<file path="config.mk">
export PLATFORM = sky130hd
export DESIGN_NAME = fetch_sequencer
export DESIGN_NICKNAME = d
export VERILOG_FILES = /design/src/rtl/fetch_sequencer.sv
export SDC_FILE = /design/constraint.sdc
export NUM_CORES = 1
export LEC_CHECK = 0
export ABC_AREA = 1
export BUFFER_PORTS_ARGS = -buffer_cell sky130_fd_sc_hd__buf_4
export CAP_MARGIN = 5
export CORE_MARGIN = 3
export CORE_UTILIZATION = 57
export DETAILED_ROUTE_END_ITERATION = 10
export PLACE_DENSITY_LB_ADDON = 0.1
export SLEW_MARGIN = 10
export SYNTH_ARGS = -nofsm -noshare
export SYNTH_HDL_FRONTEND = slang
export SYNTH_SLANG_ARGS = --single-unit
</file>
<file path="constraint.sdc">
create_clock -name clk -period 4.75 [get_ports clk]
set_input_delay 0.7125 -clock clk [delete_from_list [all_inputs] [get_ports clk]]
set_output_delay 0.7125 -clock clk [all_outputs]
set_load 0.01 [all_outputs]
</file>
<file path="src/rtl/fetch_sequencer.sv">
// PC sequencer and instruction-memory arbiter for a big-endian LEGv8 fetch stage.
// Optional build macro FETCH_COUNT_EN enables the delivered-instruction counter.
module fetch_sequencer #(
    parameter logic [63:0] RESET_PC  = 64'd0,
    parameter int          MEM_BYTES = 64,
    parameter int          ADDR_W    = 6
) (
    input  logic              clk,
    input  logic              rst_n,
    input  logic              stall,
    input  logic              branchTaken,
    input  logic [25:0]       branchOffset,
    output logic [63:0]       imemAddr,
    input  logic [31:0]       imemInstr,
    output logic [31:0]       instruction,
    output logic [63:0]       fetchPC,
    output logic              instrValid,
    output logic              halted,
    input  logic              loadReq,
    input  logic              loadValid,
    input  logic [ADDR_W-1:0] loadAddr,
    input  logic [7:0]        loadData,
    output logic              loadBusy,
    output logic              imemWrEn,
    output logic [ADDR_W-1:0] imemWrAddr,
    output logic [7:0]        imemWrData,
    output logic [31:0]       fetchCount
);

    typedef enum logic [1:0] {FETCH, LOAD, HALT} state_t;

    localparam logic [63:0] LAST_PC   = 64'(MEM_BYTES - 4);
    localparam logic [31:0] MEM_LIMIT = 32'(MEM_BYTES);

    state_t      state, stateNext;
    logic [63:0] pc, pcNext, fetchPCNext, branchTarget;
    logic [31:0] instrNext;
    logic        validNext, haltedNext, busyNext;
    logic        outOfRange, branchHit, advance;

    assign imemAddr     = pc;
    assign outOfRange   = (pc > LAST_PC) || (pc[1:0] != 2'b00);
    assign branchTarget = fetchPC + {{36{branchOffset[25]}}, branchOffset, 2'b00};
    // A branch is only meaningful relative to a valid delivered instruction.
    assign branchHit    = branchTaken && instrValid;
    assign advance      = (state == FETCH) && !loadReq && !outOfRange && !branchHit && !stall;

    // Writes are steered straight from the loader; only LOAD with loadReq held may commit one.
    assign imemWrEn   = (state == LOAD) && loadReq && loadValid && (32'(loadAddr) < MEM_LIMIT);
    assign imemWrAddr = loadAddr;
    assign imemWrData = loadData;

    always_comb begin
        // NOTE: every output of this block gets a default first, so no path can infer a latch.
        stateNext   = state;
        pcNext      = pc;
        instrNext   = instruction;
        fetchPCNext = fetchPC;
        validNext   = instrValid;
        haltedNext  = halted;
        busyNext    = loadBusy;
        if (loadReq) begin
            stateNext  = LOAD;
            busyNext   = 1'b1;
            validNext  = 1'b0;
            haltedNext = 1'b0;
        end else begin
            case (state)
                FETCH: begin
                    if (outOfRange) begin
                        stateNext  = HALT;
                        validNext  = 1'b0;
                        haltedNext = 1'b1;
                    end else if (branchHit) begin
                        pcNext    = branchTarget;
                        validNext = 1'b0;
                    end else if (advance) begin
                        instrNext   = imemInstr;
                        fetchPCNext = pc;
                        validNext   = 1'b1;
                        pcNext      = pc + 64'd4;
                    end
                end
                LOAD: begin
                    stateNext = FETCH;
                    busyNext  = 1'b0;
                    pcNext    = RESET_PC;
                end
                HALT:    ;
                default: stateNext = FETCH;
            endcase
        end
    end

    always_ff @(posedge clk or negedge rst_n) begin
        if (!rst_n) begin
            state       <= FETCH;
            pc          <= RESET_PC;
            instruction <= 32'd0;
            fetchPC     <= 64'd0;
            instrValid  <= 1'b0;
            halted      <= 1'b0;
            loadBusy    <= 1'b0;
        end else begin
            // NOTE: non-blocking updates so every register samples pre-edge values.
            state       <= stateNext;
            pc          <= pcNext;
            instruction <= instrNext;
            fetchPC     <= fetchPCNext;
            instrValid  <= validNext;
            halted      <= haltedNext;
            loadBusy    <= busyNext;
        end
    end

`ifdef FETCH_COUNT_EN
    logic [31:0] countReg;

    always_ff @(posedge clk or negedge rst_n) begin
        if (!rst_n)       countReg <= 32'd0;
        else if (advance) countReg <= countReg + 32'd1;
    end

    assign fetchCount = countReg;
`else
    assign fetchCount = 32'd0;
`endif

endmodule

</file>
After elaboration in Yosys (flattened, before gate mapping):

Index checks and enable logic that the tools add are counted.

* reduce and logical (&&, ||, !) cells: 24
* equality and inequality tests: 6
* mux-type cells: 17
* $add $sub $neg: 2
* order comparisons: 1
* bitwise gates (word level): 3

Operators with widths (count)
* $mux 64: 3
* $pmux 64 s2: 1
* $add 64x3->64 const B: 1
* $add 64x64->64: 1
* $gt 64x6->1 const B: 1
* $mux 1: 10
* $reduce_bool 2->1: 5
* $logic_and 1x1->1: 7
* $ne 3x3->1 const B: 2
* $reduce_and 2->1: 3
* $reduce_and 5->1: 1
* $logic_not 1->1: 4
* $mux 2: 2
* $ne 2x2->1 const B: 2
* $pmux 2 s2: 1
* $reduce_and 4->1: 1
* $reduce_bool 4->1: 1
* $not 1->1: 3
* $eq 2x1->1 const B: 1
* $eq 2x2->1 const B: 1
* $logic_not 2->1: 1
* $logic_or 1x1->1: 1

* output and inout port bits: 210
* register bits: 165
* input port bits: 78

Logic depth before layout (Yosys ltp):

* depth in word-level cells: 11
* mapped depth: 16
* gate-level depth less buffers: 16

Worst setup path before layout:

OpenSTA, ideal clock, no wires.

* path kind: input port to flip-flop
* from: input port branchOffset[0]
* to: register pc[32], in the netlist imemAddr[32]
* slack: 2.262 ns
* stages on the path: 14
* data arrival time: 2.372 ns
* required time: 4.633 ns
* path buffers: 0
* cells stage by stage: ha_1 > fa_1 > nand3_1 > nand2_1 > a21oi_1 > inv_1 > nand2_1 > nand3_1 > nand3_1 > nand2_1 > nand2_1 > nand3_1 > nand2_1 > nand2_1

* word-level cells in the longest chain between the ends: 4

RTL lines
* start: declaration: RTL line 12 `input logic [25:0] branchOffset,`
* $add 64x64->64: RTL line 43 `assign branchTarget = fetchPC + {{36{branchOffset[25]}}, branchOffset, 2'b00};`
* $mux 64: RTL line 74 `end else if (branchHit) begin`
* $mux 64: RTL line 70 `if (outOfRange) begin`
* $pmux 64 s2: RTL line 68 `case (state)`
* end signal: assignment: RTL line 107 `pc <= pcNext;`
* end: declaration: RTL line 36 `logic [63:0] pc, pcNext, fetchPCNext, branchTarget;`

No other way between the ends. The select of a mux whose other input is x is not followed.
A chain may end at the register's enable or synchronous reset.

Worst setup path in the final report:

* from: register pc[9], in the netlist imemAddr[9]
* to: register fetchPC[11]

* word-level cells in the longest chain between the ends: 7

RTL lines
* $gt 64x6->1 (*): RTL line 42 `assign outOfRange = (pc > LAST_PC) || (pc[1:0] != 2'b00);`
* $logic_or 1x1->1 (*): RTL line 42
* $logic_not 1->1: RTL line 46 `assign advance = (state == FETCH) && !loadReq && !outOfRange && !branchHit && !stall;`
* $logic_and 1x1->1 (3 in series): RTL line 46
* $reduce_and 5->1 (no source line) (*)
* end signal: assignment: RTL line 109 `fetchPC <= fetchPCNext;`
* end: declaration: RTL line 16 `output logic [63:0] fetchPC,`

Mark *: on every way between the ends. The rest lies on a longest branch, timed or not.

==> impl_metrics.env <==
export IMPL_power_share_switching_pct=52.9
export IMPL_final_period_utilization_pct=65.2
export IMPL_grt_start_max_net_pins=73
export IMPL_hpwlAfterDp_um=35500
export IMPL_clock_root_buffer="sky130_fd_sc_hd__clkbuf_16"
export IMPL_critPathRequiredTime_ns=5.05
export IMPL_grt_pass1_wl_um=68600
export IMPL_layoutNonFillerInstCount=2542
export IMPL_ys_async_sr_fraction_pct=100
export IMPL_die_area_um2=24300
export IMPL_worst_path_dominant_cell_family="buffers and inverters"
export IMPL_final_nets=2390
export IMPL_finalWorstPathRequiredPeriod_ns=3.10
export IMPL_vias_per_cell=5.49
export IMPL_drt_first_iter_violations=1459
export IMPL_grt_setup_unrepaired="no"
export IMPL_post_cts_resize_count=0
export IMPL_timing_final_max_slew_violations=0
export IMPL_worst_slew_pin_slew_ns=0.845
export IMPL_synth_area_per_cell_um2=6.25
export IMPL_detail_route_wl_per_cell_um=17.5
export IMPL_floorplan_core_area_um2=22000
export IMPL_hold_worst_slack_ns=0.259
export IMPL_pwr_share_clk_pct=13.8
export IMPL_cts_tree="done"
export IMPL_clock_latency_ns=0.45
export IMPL_synth_yosys_warnings=0
export IMPL_power_leakage_nw=8.46
export IMPL_top_level_ports=288
export IMPL_worstPathArrival_ns=3.40
export IMPL_crit_fanout=52
export IMPL_highest_clock_rate_mhz=323
export IMPL_pwr_density_cell_nw_per_um2=707
export IMPL_timing_critical_path_to_type="flop"
export IMPL_worst_setup_path_type="reg -> reg"
export IMPL_crit_slowest_cell="sky130_fd_sc_hd__inv_2"
export IMPL_status="completed"
export IMPL_power_share_combinational_pct=61.9
export IMPL_sequential_fraction_of_design_power_pct=24.3
export IMPL_power_switching_mw=5.66
export IMPL_preCtsSetupSlack_ns=1.37
export IMPL_peakVddDrop_mv=0.637
export IMPL_post_synth_instance_area_um2=12800
export IMPL_placement_rows=54
export IMPL_chipWidth_um=156
export IMPL_cts_htree_levels=4
export IMPL_syn2layout_area_growth_pct=18.1
export IMPL_cts_path_max_buffers=2
export IMPL_synthDistinctLibCells=39
export IMPL_cp_cell_sequence="inv_2 > nand4_1 > nor2_1 > nand2_1 > nor2_2 > nand4_2 > buf_4 > inv_2 > buf_4 > nor2_1"
export IMPL_cts_hold_fix_buffers=0
export IMPL_worstSetupStartpointType="flop"
export IMPL_grt_antenna_before_repair=0
export IMPL_gpl_final_weighted_congestion=1.01
export IMPL_cts_clk_slew_worst_paths_ns=0.08
export IMPL_postSynthCellCount=2048
export IMPL_finish_instance_area_um2=15100
export IMPL_cts_setup_buffers=0
export IMPL_synth_top_cells_by_area="sky130_fd_sc_hd__dfrtp_1 (32%), sky130_fd_sc_hd__nand2_1 (21%), sky130_fd_sc_hd__inv_1 (9.4%)"
export IMPL_postPlaceCellArea_um2=14500
export IMPL_synth_seq_area_share_pct=32.2
export IMPL_yosys_most_used_dff="sky130_fd_sc_hd__dfrtp_1"
export IMPL_reg2reg_from="imemAddr[9]"
export IMPL_initial_core_util_pct=58.3
export IMPL_cpPeakStageDelay_ns=0.59
export IMPL_number_of_global_route_vias_before_repair=13011
export IMPL_cts_buffers_inserted=17
export IMPL_cts_sink_count=165
export IMPL_final_antenna_net_count=0
export IMPL_flip_flop_and_latch_count_after_synthesis=165
export IMPL_firstDrtPassIters=6
export IMPL_numPortBuffers=227
export IMPL_share_of_post_route_cells_with_drive_strength_above_1_pct=12.6
export IMPL_setup_worst_path_start="imemAddr[9]"
export IMPL_drv_max_cap_violation_count=0
export IMPL_finish_utilization_pct=68.9
export IMPL_total_power_mw=10.7
export IMPL_filler_cells=1991
export IMPL_die_height_um=156
export IMPL_layout_skew_ns=0.0162
export IMPL_synth_edff_count=0
export IMPL_grt_overflow_total=0
export IMPL_cellInternalPower_mw=5.03
export IMPL_placed_cells=2510
export IMPL_max_slew_margin_pct=43.6
export IMPL_hold_vio_cnt_final=0
export IMPL_wirelength_um=44500
export IMPL_drc=0
export IMPL_antenna_cells=0
export IMPL_timing_hold_worst_class="in -> async"
export IMPL_synth_top_cell_by_area="sky130_fd_sc_hd__dfrtp_1"
export IMPL_via_count=13945
export IMPL_synthDominantCellAreaShare_pct=32.2
export IMPL_setup_total_negative_slack_ns=0
export IMPL_finalWorstSetupSlack_ns=1.65
export IMPL_grtUsageTotal_pct=35.7
export IMPL_timing_critical_path_buf_inv=4
export IMPL_report_final_setup_viol=0
==> sequential cells by signal, summed over array words and instances (netlist names) <==
signal	count
loadBusy	1
halted	1
instrValid	1
state	2
fetchPC	64
instruction	32
imemAddr	64
==> layout by cell type, fill, tap and decap left out, types with 3 or more instances in the layout <==
cell	synthesis	routed
sky130_fd_sc_hd__a21oi_1	107	107
sky130_fd_sc_hd__nor2_1	238	238
sky130_fd_sc_hd__o22ai_1	15	15
sky130_fd_sc_hd__ha_1	62	62
sky130_fd_sc_hd__o21bai_1	14	14
sky130_fd_sc_hd__inv_8	0	5
sky130_fd_sc_hd__dfrtp_1	165	165
sky130_fd_sc_hd__conb_1	1	32
sky130_fd_sc_hd__nand3_1	133	133
sky130_fd_sc_hd__nor3_1	27	27
sky130_fd_sc_hd__clkbuf_16	0	17
sky130_fd_sc_hd__nand2_2	4	4
sky130_fd_sc_hd__buf_4	46	232
sky130_fd_sc_hd__clkinv_4	0	3
sky130_fd_sc_hd__inv_1	320	319
sky130_fd_sc_hd__nor4_1	8	8
sky130_fd_sc_hd__nand4_1	36	36
sky130_fd_sc_hd__xnor2_1	5	5
sky130_fd_sc_hd__o211ai_1	3	3
sky130_fd_sc_hd__nand2_1	703	703
sky130_fd_sc_hd__xor2_1	16	16
sky130_fd_sc_hd__inv_2	7	8
sky130_fd_sc_hd__o21ai_0	80	80
sky130_fd_sc_hd__clkinv_8	0	4
==> path summary, 6_finish.rpt <==
kind,endpoint,slack [ns],cells after the start
max,fetchPC[11],1.65,10
min reg2reg,instruction[23],0.49,2
min,fetchPC[6],0.26,1
max reg2reg,fetchPC[11],1.65,10
max in group asynchronous,fetchPC[56],3.35,2
min in group clk,state[0],0.44,1
==> synthesized netlist by cell type (3+ instances only) <==
master and number:
sky130_fd_sc_hd__o21bai_1 14, sky130_fd_sc_hd__ha_1 62, sky130_fd_sc_hd__nand2_1 703, sky130_fd_sc_hd__inv_1 320, sky130_fd_sc_hd__xnor2_1 5, sky130_fd_sc_hd__o211ai_1 3
sky130_fd_sc_hd__xor2_1 16, sky130_fd_sc_hd__buf_4 46, sky130_fd_sc_hd__o22ai_1 15, sky130_fd_sc_hd__nor4_1 8, sky130_fd_sc_hd__nand2_2 4, sky130_fd_sc_hd__a21oi_1 107
sky130_fd_sc_hd__nor2_1 238, sky130_fd_sc_hd__inv_2 7, sky130_fd_sc_hd__nor3_1 27, sky130_fd_sc_hd__dfrtp_1 165, sky130_fd_sc_hd__nand4_1 36, sky130_fd_sc_hd__buf_2 13
sky130_fd_sc_hd__o21ai_0 80, sky130_fd_sc_hd__clkbuf_1 19, sky130_fd_sc_hd__nand3_1 133
==> worst register-to-register path, delay by kind of cell, from the launching register on <==
family	cells	cell delay, ns
buffers and inverters	4	1.61
AND/OR/NAND/NOR	6	0.89
flip-flops	1	0.46
==> final cells by class <==
cell class,count,area (µm²),area share [%]
well taps,280,350,2.32
inverters,327,1230,8.11
flip-flops and latches,165,4130,27.3
clock buffers,17,425,2.81
multi-input cells,1505,7060,46.6
repair buffers,233,1750,11.6
clock inverters,15,189,1.25
==> routing by layer <==
| metal | part of all wire, % | global-route usage, % |
|---|---|---|
| met3 | 7.0 | 4.33 |
| met2 | 48 | 60.4 |
| met5 | 0 | 0 |
| met1 | 40 | 45.2 |
| met4 | 5.3 | 17.7 |
==> power groups by stage <==
stage                     combinational, mW  clock (mW)  sequential, mW
after global placement                 6.35           0            2.60
after detailed placement               6.49           0            2.61
final                                  6.61        1.48            2.60
after global routing                   7.30        1.54            2.67
after floorplan                        3.96           0            2.71
after CTS                              6.52        1.48            2.59
==> cells by family after synthesis <==
logic type                 count (synthesis)  share of synthesized area (%)
and+or+nand+nor                         1158                           36.8
buffers and inverters                    409                           13.6
AOI/OAI and AO/OA                        230                           9.68
DFF                                      165                           32.2
adders and majority gates                 63                           6.21
xor gates and xnor gates                  21                           1.44
other                                      1                         0.0293
muxes                                      1                         0.0781
Power figures use the tool's default switching activity.
